$ cat src/rtl/aes_round_sequencer.sv
// Iterative AES-128 encrypt controller driving an external single-round datapath.
// Optional abort input enabled by defining AES_SEQ_ABORT_EN.
module aes_round_sequencer #(
  parameter int NR            = 10,
  parameter int ROUND_W       = 4,
  parameter int CLEAR_ON_DONE = 1
) (
  input  logic               clk,
  input  logic               rst_n,
  input  logic               in_valid,
  output logic               in_ready,
  input  logic [127:0]       in_block,
  input  logic [127:0]       in_key,
  output logic               out_valid,
  input  logic               out_ready,
  output logic [127:0]       out_block,
  output logic               busy,
  output logic [ROUND_W-1:0] round_idx,
  output logic [127:0]       dp_state,
  output logic [127:0]       dp_key,
  output logic [7:0]         dp_rcon,
  output logic               dp_final,
  input  logic [127:0]       dp_next_state,
  input  logic [127:0]       dp_next_key
`ifdef AES_SEQ_ABORT_EN
  ,
  input  logic               abort
`endif
);

  localparam logic [1:0] ST_IDLE  = 2'd0;
  localparam logic [1:0] ST_ROUND = 2'd1;
  localparam logic [1:0] ST_DONE  = 2'd2;
  localparam logic [ROUND_W-1:0] NR_C = ROUND_W'(NR);

  logic [1:0]         fsm_r;
  logic [1:0]         fsm_nxt_s;
  logic [ROUND_W-1:0] round_r;
  logic [ROUND_W-1:0] round_nxt_s;
  logic [127:0]       state_r;
  logic [127:0]       state_nxt_s;
  logic [127:0]       key_r;
  logic [127:0]       key_nxt_s;
  logic               in_ready_r;
  logic               out_valid_r;
  logic               busy_r;
  logic [7:0]         rcon_r;
  logic               final_r;

  function automatic logic [7:0] rcon_f(input logic [ROUND_W-1:0] r);
    case (r)
      ROUND_W'(1):  rcon_f = 8'h01;
      ROUND_W'(2):  rcon_f = 8'h02;
      ROUND_W'(3):  rcon_f = 8'h04;
      ROUND_W'(4):  rcon_f = 8'h08;
      ROUND_W'(5):  rcon_f = 8'h10;
      ROUND_W'(6):  rcon_f = 8'h20;
      ROUND_W'(7):  rcon_f = 8'h40;
      ROUND_W'(8):  rcon_f = 8'h80;
      ROUND_W'(9):  rcon_f = 8'h1b;
      ROUND_W'(10): rcon_f = 8'h36;
      default:      rcon_f = 8'h00;
    endcase
  endfunction

  // Next-state logic for the controller FSM, round counter and data registers
  always_comb begin
    fsm_nxt_s   = fsm_r;
    round_nxt_s = round_r;
    state_nxt_s = state_r;
    key_nxt_s   = key_r;
    case (fsm_r)
      ST_IDLE: begin
        if (in_valid) begin
          state_nxt_s = in_block ^ in_key;
          key_nxt_s   = in_key;
          round_nxt_s = ROUND_W'(1);
          fsm_nxt_s   = ST_ROUND;
        end else begin
          fsm_nxt_s   = ST_IDLE;
        end
      end
      ST_ROUND: begin
        state_nxt_s = dp_next_state;
        key_nxt_s   = dp_next_key;
        if (round_r == NR_C) begin
          fsm_nxt_s   = ST_DONE;
          round_nxt_s = {ROUND_W{1'b0}};
        end else begin
          round_nxt_s = round_r + ROUND_W'(1);
        end
      end
      ST_DONE: begin
        if (out_ready) begin
          fsm_nxt_s = ST_IDLE;
          if (CLEAR_ON_DONE != 0) begin
            state_nxt_s = 128'h0;
            key_nxt_s   = 128'h0;
          end else begin
            state_nxt_s = state_r;
          end
        end else begin
          fsm_nxt_s = ST_DONE;
        end
      end
      default: begin
        fsm_nxt_s   = ST_IDLE;
        round_nxt_s = {ROUND_W{1'b0}};
        state_nxt_s = 128'h0;
        key_nxt_s   = 128'h0;
      end
    endcase
`ifdef AES_SEQ_ABORT_EN
    // Abort discards a block in flight; in IDLE it does not block an accept
    if (abort && (fsm_r != ST_IDLE)) begin
      fsm_nxt_s   = ST_IDLE;
      round_nxt_s = {ROUND_W{1'b0}};
      state_nxt_s = 128'h0;
      key_nxt_s   = 128'h0;
    end else begin
      fsm_nxt_s   = fsm_nxt_s;
    end
`endif
  end

  // State registers; handshake and datapath-control outputs are registered from next state
  always_ff @(posedge clk) begin
    if (!rst_n) begin
      fsm_r       <= ST_IDLE;
      round_r     <= {ROUND_W{1'b0}};
      state_r     <= 128'h0;
      key_r       <= 128'h0;
      in_ready_r  <= 1'b1;
      out_valid_r <= 1'b0;
      busy_r      <= 1'b0;
      rcon_r      <= 8'h00;
      final_r     <= 1'b0;
    end else begin
      fsm_r       <= fsm_nxt_s;
      round_r     <= round_nxt_s;
      state_r     <= state_nxt_s;
      key_r       <= key_nxt_s;
      in_ready_r  <= (fsm_nxt_s == ST_IDLE);
      out_valid_r <= (fsm_nxt_s == ST_DONE);
      busy_r      <= (fsm_nxt_s != ST_IDLE);
      rcon_r      <= (fsm_nxt_s == ST_ROUND) ? rcon_f(round_nxt_s) : 8'h00;
      final_r     <= (fsm_nxt_s == ST_ROUND) && (round_nxt_s == NR_C);
    end
  end

  assign in_ready  = in_ready_r;
  assign out_valid = out_valid_r;
  assign out_block = state_r;
  assign busy      = busy_r;
  assign round_idx = round_r;
  assign dp_state  = state_r;
  assign dp_key    = key_r;
  assign dp_rcon   = rcon_r;
  assign dp_final  = final_r;

endmodule

$ cat config.mk
export PLATFORM = sky130hd
export DESIGN_NAME = aes_round_sequencer
export DESIGN_NICKNAME = d
export VERILOG_FILES = /design/src/rtl/aes_round_sequencer.sv
export SDC_FILE = /design/constraint.sdc
export NUM_CORES = 1
export LEC_CHECK = 0
export BUFFER_PORTS_ARGS = -buffer_cell sky130_fd_sc_hd__buf_2
export CAP_MARGIN = 20
export CORE_AREA = 2 2 356 358
export CTS_CLUSTER_DIAMETER = 30
export DETAILED_ROUTE_END_ITERATION = 8
export DIE_AREA = 0 0 358 360
export PLACE_DENSITY = 0.33
export SYNTH_ARGS = -nofsm -noshare
export SYNTH_HDL_FRONTEND = slang
export SYNTH_SLANG_ARGS = --single-unit
$ cat constraint.sdc
create_clock -name clk -period 2.7 [get_ports clk]
set_input_delay 0.27 -clock clk [delete_from_list [all_inputs] [get_ports clk]]
set_output_delay 0.27 -clock clk [all_outputs]
set_load 0.005 [all_outputs]
After elaboration in Yosys (flattened, before gate mapping). Memory sizes are Yosys's and may differ from the RTL's. A register that Yosys moved wholly into a read port is not among the register bits. Index checks and enable logic that the tools add are counted.

Reductions and logical operators: 7. Bitwise operators: 1. Mux-type cells: 12. Add/subtract/negate cells: 1. Equality and inequality tests: 8.

Operator list (number): $pmux 128 s3 (2); $mux 128 (3); $xor 128x128->128 (1); $pmux 4 s3 (1); $eq 4x4->1 const B (2); $mux 4 (2); $pmux 2 s3 (1); $add 4x1->4 const B (1); $eq 2x1->1 const B (2); $eq 2x2->1 const B (2); $logic_not 2->1 (2); $mux 2 (2); $ne 2x2->1 const B (2); $reduce_and 2->1 (2); $reduce_bool 2->1 (1); $logic_and 1x1->1 (1); $logic_not 1->1 (1); $mux 1 (1).

Register bits after elaboration: 266. Memories: 1. Input port bits: 516. Bits in read-only memories: 128. Output and inout port bits: 400. Word-level logic and storage cells: 38.

Memories: (no name shown) (words 16, bits a word 8, read ports 1, clocked after Yosys merged registers in 1, write ports 0, RTL line 51) `case (r)`.

Logic depth before layout (Yosys ltp). Gate-level depths: netlist of run 1.

Word-level depth: 6. Gate-level depth with buffers: 11. Gate-level depth less buffers: 10.

Least setup slack after synthesis of run 1. No wires, ideal clock.

Path type: register to register. From: reg fsm_r[0]. To: reg rcon_r[1], in the netlist dp_rcon[1]. Setup slack: 610 ps. Data required time: 2629 ps. Period minus slack after synthesis: 2090 ps. Buffers on the path: 5. Setup time: 71 ps. Arrival time: 2019 ps. Cell stages (with the launch flop): 11. Path through: dfxtp_1 > buf_2 > buf_6 > buf_2 > buf_4 > clkbuf_1 > o22ai_1 > inv_1 > ha_1 > or2_2 > a21oi_1.

Elaborated cells on any way between the ends: 9. Those cells by class: 3 x eq/ne; 3 x mux; 3 x reduce/logical.

RTL lines: from (decl) (RTL line 36) `logic [1:0] fsm_r;`; from (signal assigned) (RTL line 139) `fsm_r <= fsm_nxt_s;`; $eq 2x2->1, or another cell as far along (RTL line 72) `case (fsm_r)`; $pmux 4 s3 * (RTL line 72); net round_nxt_s[0] (RTL line 39) `logic [ROUND_W-1:0] round_nxt_s;`; to (decl) (RTL line 47) `logic [7:0] rcon_r;`.

Mark *: on every way through the listed nets, which the timed path passes. The rest lies on a longest branch. A chain may end at the register's enable or synchronous reset.

Worst setup path after layout of run 1.
From: reg round_r[0], in the netlist round_idx[0]. To: reg rcon_r[3], in the netlist dp_rcon[3].

Word-level cells in the longest chain between the ends: 6. Elaborated cells on any way between the ends: 10. Those cells by class: 1 x add/sub; 2 x eq/ne; 5 x mux; 2 x reduce/logical.

RTL lines: from (decl) (RTL line 38) `logic [ROUND_W-1:0] round_r;`; from (signal assigned) (RTL line 130) `round_r <= {ROUND_W{1'b0}};`; from (signal assigned) (RTL line 140) `round_r <= round_nxt_s;`; $eq 4x4->1 (RTL line 86) `if (round_r == NR_C) begin`; $mux 2 (RTL line 86); $pmux 2 s3 (RTL line 72); $eq 2x1->1 (RTL line 146) `rcon_r <= (fsm_nxt_s == ST_ROUND) ? rcon_f(round_nxt_s) : 8'h00;`; $reduce_and 2->1 (no line); $logic_not 1->1 (no line).

Parallel ways exist; a longest one is shown, timed or not.

==> flow_metrics.py, run 1 <==
metrics = {
    "logic_synthesis": {
        "synth_seq_area_share_pct": 36.80,
        "ys_types": 34,
        "synth_ff_type": "dfxtp_1",
        "ys_warn_count": 0,
        "synthArstFlopShare_pct": 0,
        "syn_nets": 2289,
        "avgSynthCellArea_um2": 8.426,
        "ys_ff_latch": 274,
        "synth_edf_count": 0,
        "syn_area_um2": 14910,
        "syn-instance-count": 1769,
    },
    "placement": {
        "port_buffers": 915,
        "dp_hpwl_um": 60240,
        "place.gp.congestion": 0.8932,
        "place_area_um2": 20490,
        "dpl_worst_slack_ns": 0.3721,
    },
    "worst_setup_path": {
        "cp_data_arrival_time_ns": 2.82,
        "cp.required_ns": 3.20,
        "cp_cell_sequence": "inv_1, ha_1, nor2b_1, a21oi_1, a22o_1, nand2_1, o32ai_1",
        "reg2reg_slack_ns": 0.38,
        "path_class": "flip-flop to flip-flop",
        "r2r_start": "round_idx[0]",
        "worst-r2r-cell-count": 7,
        "crit_path_start_kind": "flip-flop",
        "max_stage_delay_ns": 0.52,
        "reg2reg_to": "dp_rcon[3]",
        "critPathSlowestCell": "dfxtp_1",
        "end_kind": "flip-flop",
        "path_max_fanout": 11,
    },
    "finish": {
        "final_common_cell": "buf_2",
        "fin_nets": 3195,
        "fin_util_pct": 19.92,
        "drive_gt1_share_pct": 41.17,
        "design_area_um2": 24880,
        "final_cell_mix": "914 x buf_2, 272 x dfxtp_1, 263 x nor2b_1",
        "synthToLayoutAreaGrowth_pct": 66.92,
        "fillers": 14190,
    },
    "timing": {
        "setup_slack_ns": 0.3808,
        "hold_ws_ns": 0.06161,
        "rsz0062_at_grt": "no",
        "timing.fmax_mhz": 431.2,
        "final.setup.tns_ns": 0,
        "fin_crit_ns": 2.319,
        "finalMaxSlewViolations": 0,
        "hold_viol_final": 0,
        "finalSetupViolations": 0,
        "tightest_slew_ns": 0.8353,
        "fin_skew_ns": 0.01814,
        "fin_crit_sh_pct": 85.90,
        "slew_headroom_pct": 44.31,
    },
    "clocking": {
        "path_clk_slew_ns": 0.04,
        "root_buffer": "clkbuf_16",
        "clk_latency_ns": 0.66,
        "ctsHtreeMaxLevel": 3,
        "cts-buffers-inserted": 97,
        "cts_setup_buffers": 0,
        "cts_tree": "done",
        "clock_sinks": 274,
        "cts_resized": 0,
        "cts_max_path_buffers": 3,
    },
    "min_path": {
        "holdPathStages": 5,
        "min-delay-start": "dp_next_state[69]",
        "hp-class": "input pin to flip-flop",
        "min_to": "dp_state[69]",
    },
    "grt": {
        "antenna_found_initial": 3,
        "grt_pass1_wl_um": 106700,
        "grt_max_degree": 99,
        "grt_usage_pct": 11.25,
        "grt-ovfl-total": 0,
        "grt_pass1_vias": 15740,
    },
    "detailed_routing": {
        "wl_per_cell_um": 17.30,
        "drtIter0Drc": 757,
        "wl_um": 76260,
        "dr.pass1.iters": 5,
        "via_per_inst": 3.555,
        "drc": 0,
        "ant_nets": 0,
        "vias": 15670,
    },
    "floorplan": {
        "rows": 130,
        "start_util_pct": 11.93,
        "die_w_um": 358,
        "dieArea_um2": 128900,
        "ioPinCount": 916,
        "die_h_um": 360,
        "core_area_um2": 124900,
    },
    "run_status": {
        "status": "finished, final reports clean",
    },
    "power_and_ir_drop": {
        "leakage_nw": 11.21,
        "powerDensity_nw_per_um2": 741.6,
        "peakVddDrop_mv": 0.4052,
    },
    "run": {
        "drv_cap": 0,
    },
}
[cells in the mapped netlist (all sizes together) (3+ instances only)]
master  count  share of area (%)
a22oi     128                6.4
buf       211                9.3
nor3      130                4.4
nor2b     263                 11
xnor2     128                7.5
ha          4               0.34
mux2i     129                8.7
clkbuf     63                1.6
nor2       10               0.25
a21oi     133                4.5
nor3b       3               0.15
dfxtp     274                 37
nand2     135                3.4
o21ai     131                4.4
inv         6               0.15
or2         3               0.13
[per-stage QoR]
stage	power, mW	instances
after floorplan	6.349	1769
after global placement	7.795	4110
after detailed placement	7.781	4110
after CTS	18.84	4407
after global routing	19.39	4407
final	18.45	4408
[logic make-up (layout without fill, tap and decap cells)]
logic type,count (synthesis),count (layout),synth area share [%]
AND/OR/NAND/NOR,549,549,19.56
AO/OA/AOI/OAI,405,405,16.13
buffers and inverters,280,1268,11.00
multiplexers,129,129,8.663
adder cells (fa/ha/maj),4,4,0.3358
flip-flops,274,274,36.80
other,0,1,0
XOR/XNOR,128,128,7.521
[final cells by class]
class	instances	area (um^2)	area share, %
diodes	1	2.502	0.01006
clock buffers	146	2933	11.79
clock inverters	35	291.5	1.172
inverters	6	22.52	0.09052
multi-input cells	1215	7789	31.31
flip-flops and latches	274	5493	22.08
well taps	1650	2064	8.298
repair buffers	1081	6285	25.26
[how the worst max path moves through the flow]
stage,start,endpoint,slack [ns],cells after the start
finish,round_idx[0],dp_rcon[3],0.38,7
global route,round_idx[0],dp_rcon[3],0.25,7
CTS,round_idx[0],dp_rcon[3],0.35,7
detailed placement,round_idx[0],dp_rcon[3],0.37,7
global placement,round_idx[0],dp_rcon[3],0.35,7
floorplan,fsm_r[0],dp_rcon[1],0.61,10
[worst max-delay path, delay by kind of cell (launching register included)]
| family | cells | cell delay [ns] |
|---|---|---|
| fa+ha+maj | 1 | 0.23 |
| compound gates | 3 | 1.07 |
| flops | 1 | 0.52 |
| simple gates | 2 | 0.27 |
| buf+inv | 1 | 0.08 |
[routing by layer]
layer  wire, um  part of all wire, %  track usage [%]  vias up
li1           -                    -                -     7780
met1      32860                   43            13.83     7274
met2      36930                   48            18.78      499
met3       4898                  6.4            3.412      115
met4       1550                  2.0            3.224        4
met5         21                0.028                0        -
[sequential cells by signal, summed over array words and instances, names as in the netlist]
register / count
busy: 1
dp_final: 1
dp_key: 128
dp_rcon: 8
dp_state: 128
fsm_r: 2
in_ready: 1
out_valid: 1
round_idx: 4
[what timing repair did]
item                                    4_1_cts  5_1_grt
endpoints found under the setup margin        0        0
endpoints found under the hold margin       116        0
hold buffers                                116        0
[power by group]
group | internal (mW) | switching (mW)
Sequential | 4.41 | 0.323
Clock | 7.48 | 3.18
Combinational | 1.48 | 1.58
Total | 13.4 | 5.07
Note: power is estimated with default switching activity, not from simulation.
==> inputs of run 2 (changes only) <==
- PLACE_DENSITY: 0.33 -> 0.37
==> run 2 against run 1 <==
Effect of this change:
- first-iteration DRC count is 1.7% higher
- non-clock buffer count is 2 higher
- wire length is 3.5% lower
- die area stayed put
- global-route usage is 0.39 points lower
- sequential power hardly changed
- largest cell class unchanged
- largest power group unchanged
==> flow_metrics.py, run 2 (same netlist as run 1, synthesis figures left out) <==
metrics = {
    "detailed_routing": {
        "dr.pass1.iters": 5,
        "ant_nets": 0,
        "drtIter0Drc": 770,
        "wl_um": 73620,
        "via_per_inst": 3.571,
        "vias": 15720,
        "drc": 0,
        "wl_per_cell_um": 16.72,
    },
    "grt": {
        "antenna_found_initial": 13,
        "grt_pass1_wl_um": 103500,
        "grt_usage_pct": 10.87,
        "grt_pass1_vias": 15730,
        "grt-ovfl-total": 0,
        "grt_max_degree": 134,
    },
    "timing": {
        "fin_crit_ns": 2.383,
        "final.setup.tns_ns": 0,
        "fin_crit_sh_pct": 88.27,
        "finalSetupViolations": 0,
        "hold_viol_final": 0,
        "finalMaxSlewViolations": 0,
        "rsz0062_at_grt": "no",
        "hold_ws_ns": 0.06964,
        "timing.fmax_mhz": 419.6,
        "slew_headroom_pct": 44.51,
        "tightest_slew_ns": 0.8236,
        "fin_skew_ns": 0.01427,
    },
    "floorplan": {
        "rows": 130,
        "dieArea_um2": 128900,
        "die_w_um": 358,
        "die_h_um": 360,
        "start_util_pct": 11.93,
        "core_area_um2": 124900,
        "ioPinCount": 916,
    },
    "power_and_ir_drop": {
        "p_sw_mw": 4.958,
        "swShare_pct": 27.00,
        "leakage_nw": 11.15,
        "power.internal_mw": 13.41,
        "power_mw": 18.36,
        "pwr-share-comb_pct": 16.8,
        "powerDensity_nw_per_um2": 738.5,
        "peakVddDrop_mv": 0.4264,
        "pwr-share-seq_pct": 25.8,
        "power.share.clock_pct": 57.4,
    },
    "worst_setup_path": {
        "end_kind": "flip-flop",
        "crit_path_start_kind": "flip-flop",
        "cp_data_arrival_time_ns": 2.93,
        "path_class": "flip-flop to flip-flop",
        "path_max_fanout": 58,
        "cp.required_ns": 3.24,
    },
    "run_status": {
        "status": "finished, final reports clean",
    },
    "clocking": {
        "root_buffer": "clkbuf_16",
        "ctsHtreeMaxLevel": 3,
        "clk_latency_ns": 0.65,
        "clock_sinks": 274,
        "cts-buffers-inserted": 91,
        "path_clk_slew_ns": 0.04,
        "cts_tree": "done",
        "cts_max_path_buffers": 3,
    },
    "finish": {
        "fin_nets": 3191,
        "final_common_cell": "buf_2",
        "final_cell_mix": "914 x buf_2, 272 x dfxtp_1, 263 x nor2b_1",
        "synthToLayoutAreaGrowth_pct": 66.83,
        "drive_gt1_share_pct": 40.84,
        "regArea_um2": 5493,
        "multiInputGateArea_um2": 7789,
        "fin_cells": 4402,
        "fillers": 14090,
    },
    "placement": {
        "port_buffers": 915,
        "dpl.cell_count": 4109,
        "place.gp.congestion": 0.8905,
        "dp_hpwl_um": 57110,
    },
    "run": {
        "drv_cap": 0,
    },
    "min_path": {
        "hp-class": "input pin to flip-flop",
    },
}
## run 2: final timing paths
kind	start	slack, ns	cells past startpoint	to
worst max-delay path	fsm_r[0]	0.32	7	dp_key[77]
worst min register to register	dp_key[12]	0.50	2	dp_key[12]
worst max register to register	fsm_r[0]	0.32	7	dp_key[77]
worst min-delay path	dp_next_state[24]	0.07	5	dp_state[24]
## run 2: final cells by class
class / instances / share of cell area [%]
clock buffer: 131 / 10.65
antenna: 5 / 0.05032
clock inverter: 38 / 1.932
multi-input combinational: 1215 / 31.32
inverter: 6 / 0.09057
sequential: 274 / 22.09
tap: 1650 / 8.302
timing repair buffer: 1083 / 25.57
## run 2: worst max-delay path: stages (launching register included)
cell and delay [ns]:
dfxtp_4 0.59, buf_12 0.28, buf_12 0.27, mux2i_1 0.22, dlygate4sd3_1 0.57, nor3_1 0.04
a21oi_1 0.13, nor2b_1 0.05
## run 2: timing repair
action                    in CTS  in global routing
setup buffers                  0                  0
hold buffers                 119                  0
hold endpoints to repair     119                  0
resized for setup              0                  0
## run 2: metrics by stage
step | instance area, um^2 | util (%) | setup WS, ns
after floorplan | 14910 | - | 0.6098
final | 24870 | 19.91 | 0.3167
after CTS | 24850 | 19.90 | 0.3394
after global routing | 24870 | 19.91 | 0.1657
after global placement | 20530 | 16.44 | 0.5171
after detailed placement | 20530 | 16.44 | 0.5092
## run 2: per-layer routing
metal	up-vias	global-route usage (%)	routed length [um]
li1	7780	-	-
met1	7299	13.60	31960
met2	534	17.79	35370
met3	102	3.077	4759
met4	4	3.569	1514
met5	-	0	23
## run 2: power groups by stage
stage          combinational (mW)  clock [mW]  sequential (mW)
5_1_grt                      3.39        11.1             4.77
2_1_floorplan                1.64           0             4.71
4_1_cts                      3.13        10.9             4.74
6_report                     3.08        10.5             4.73
3_3_place_gp                 2.98           0             4.80
3_5_place_dp                 2.97           0             4.80
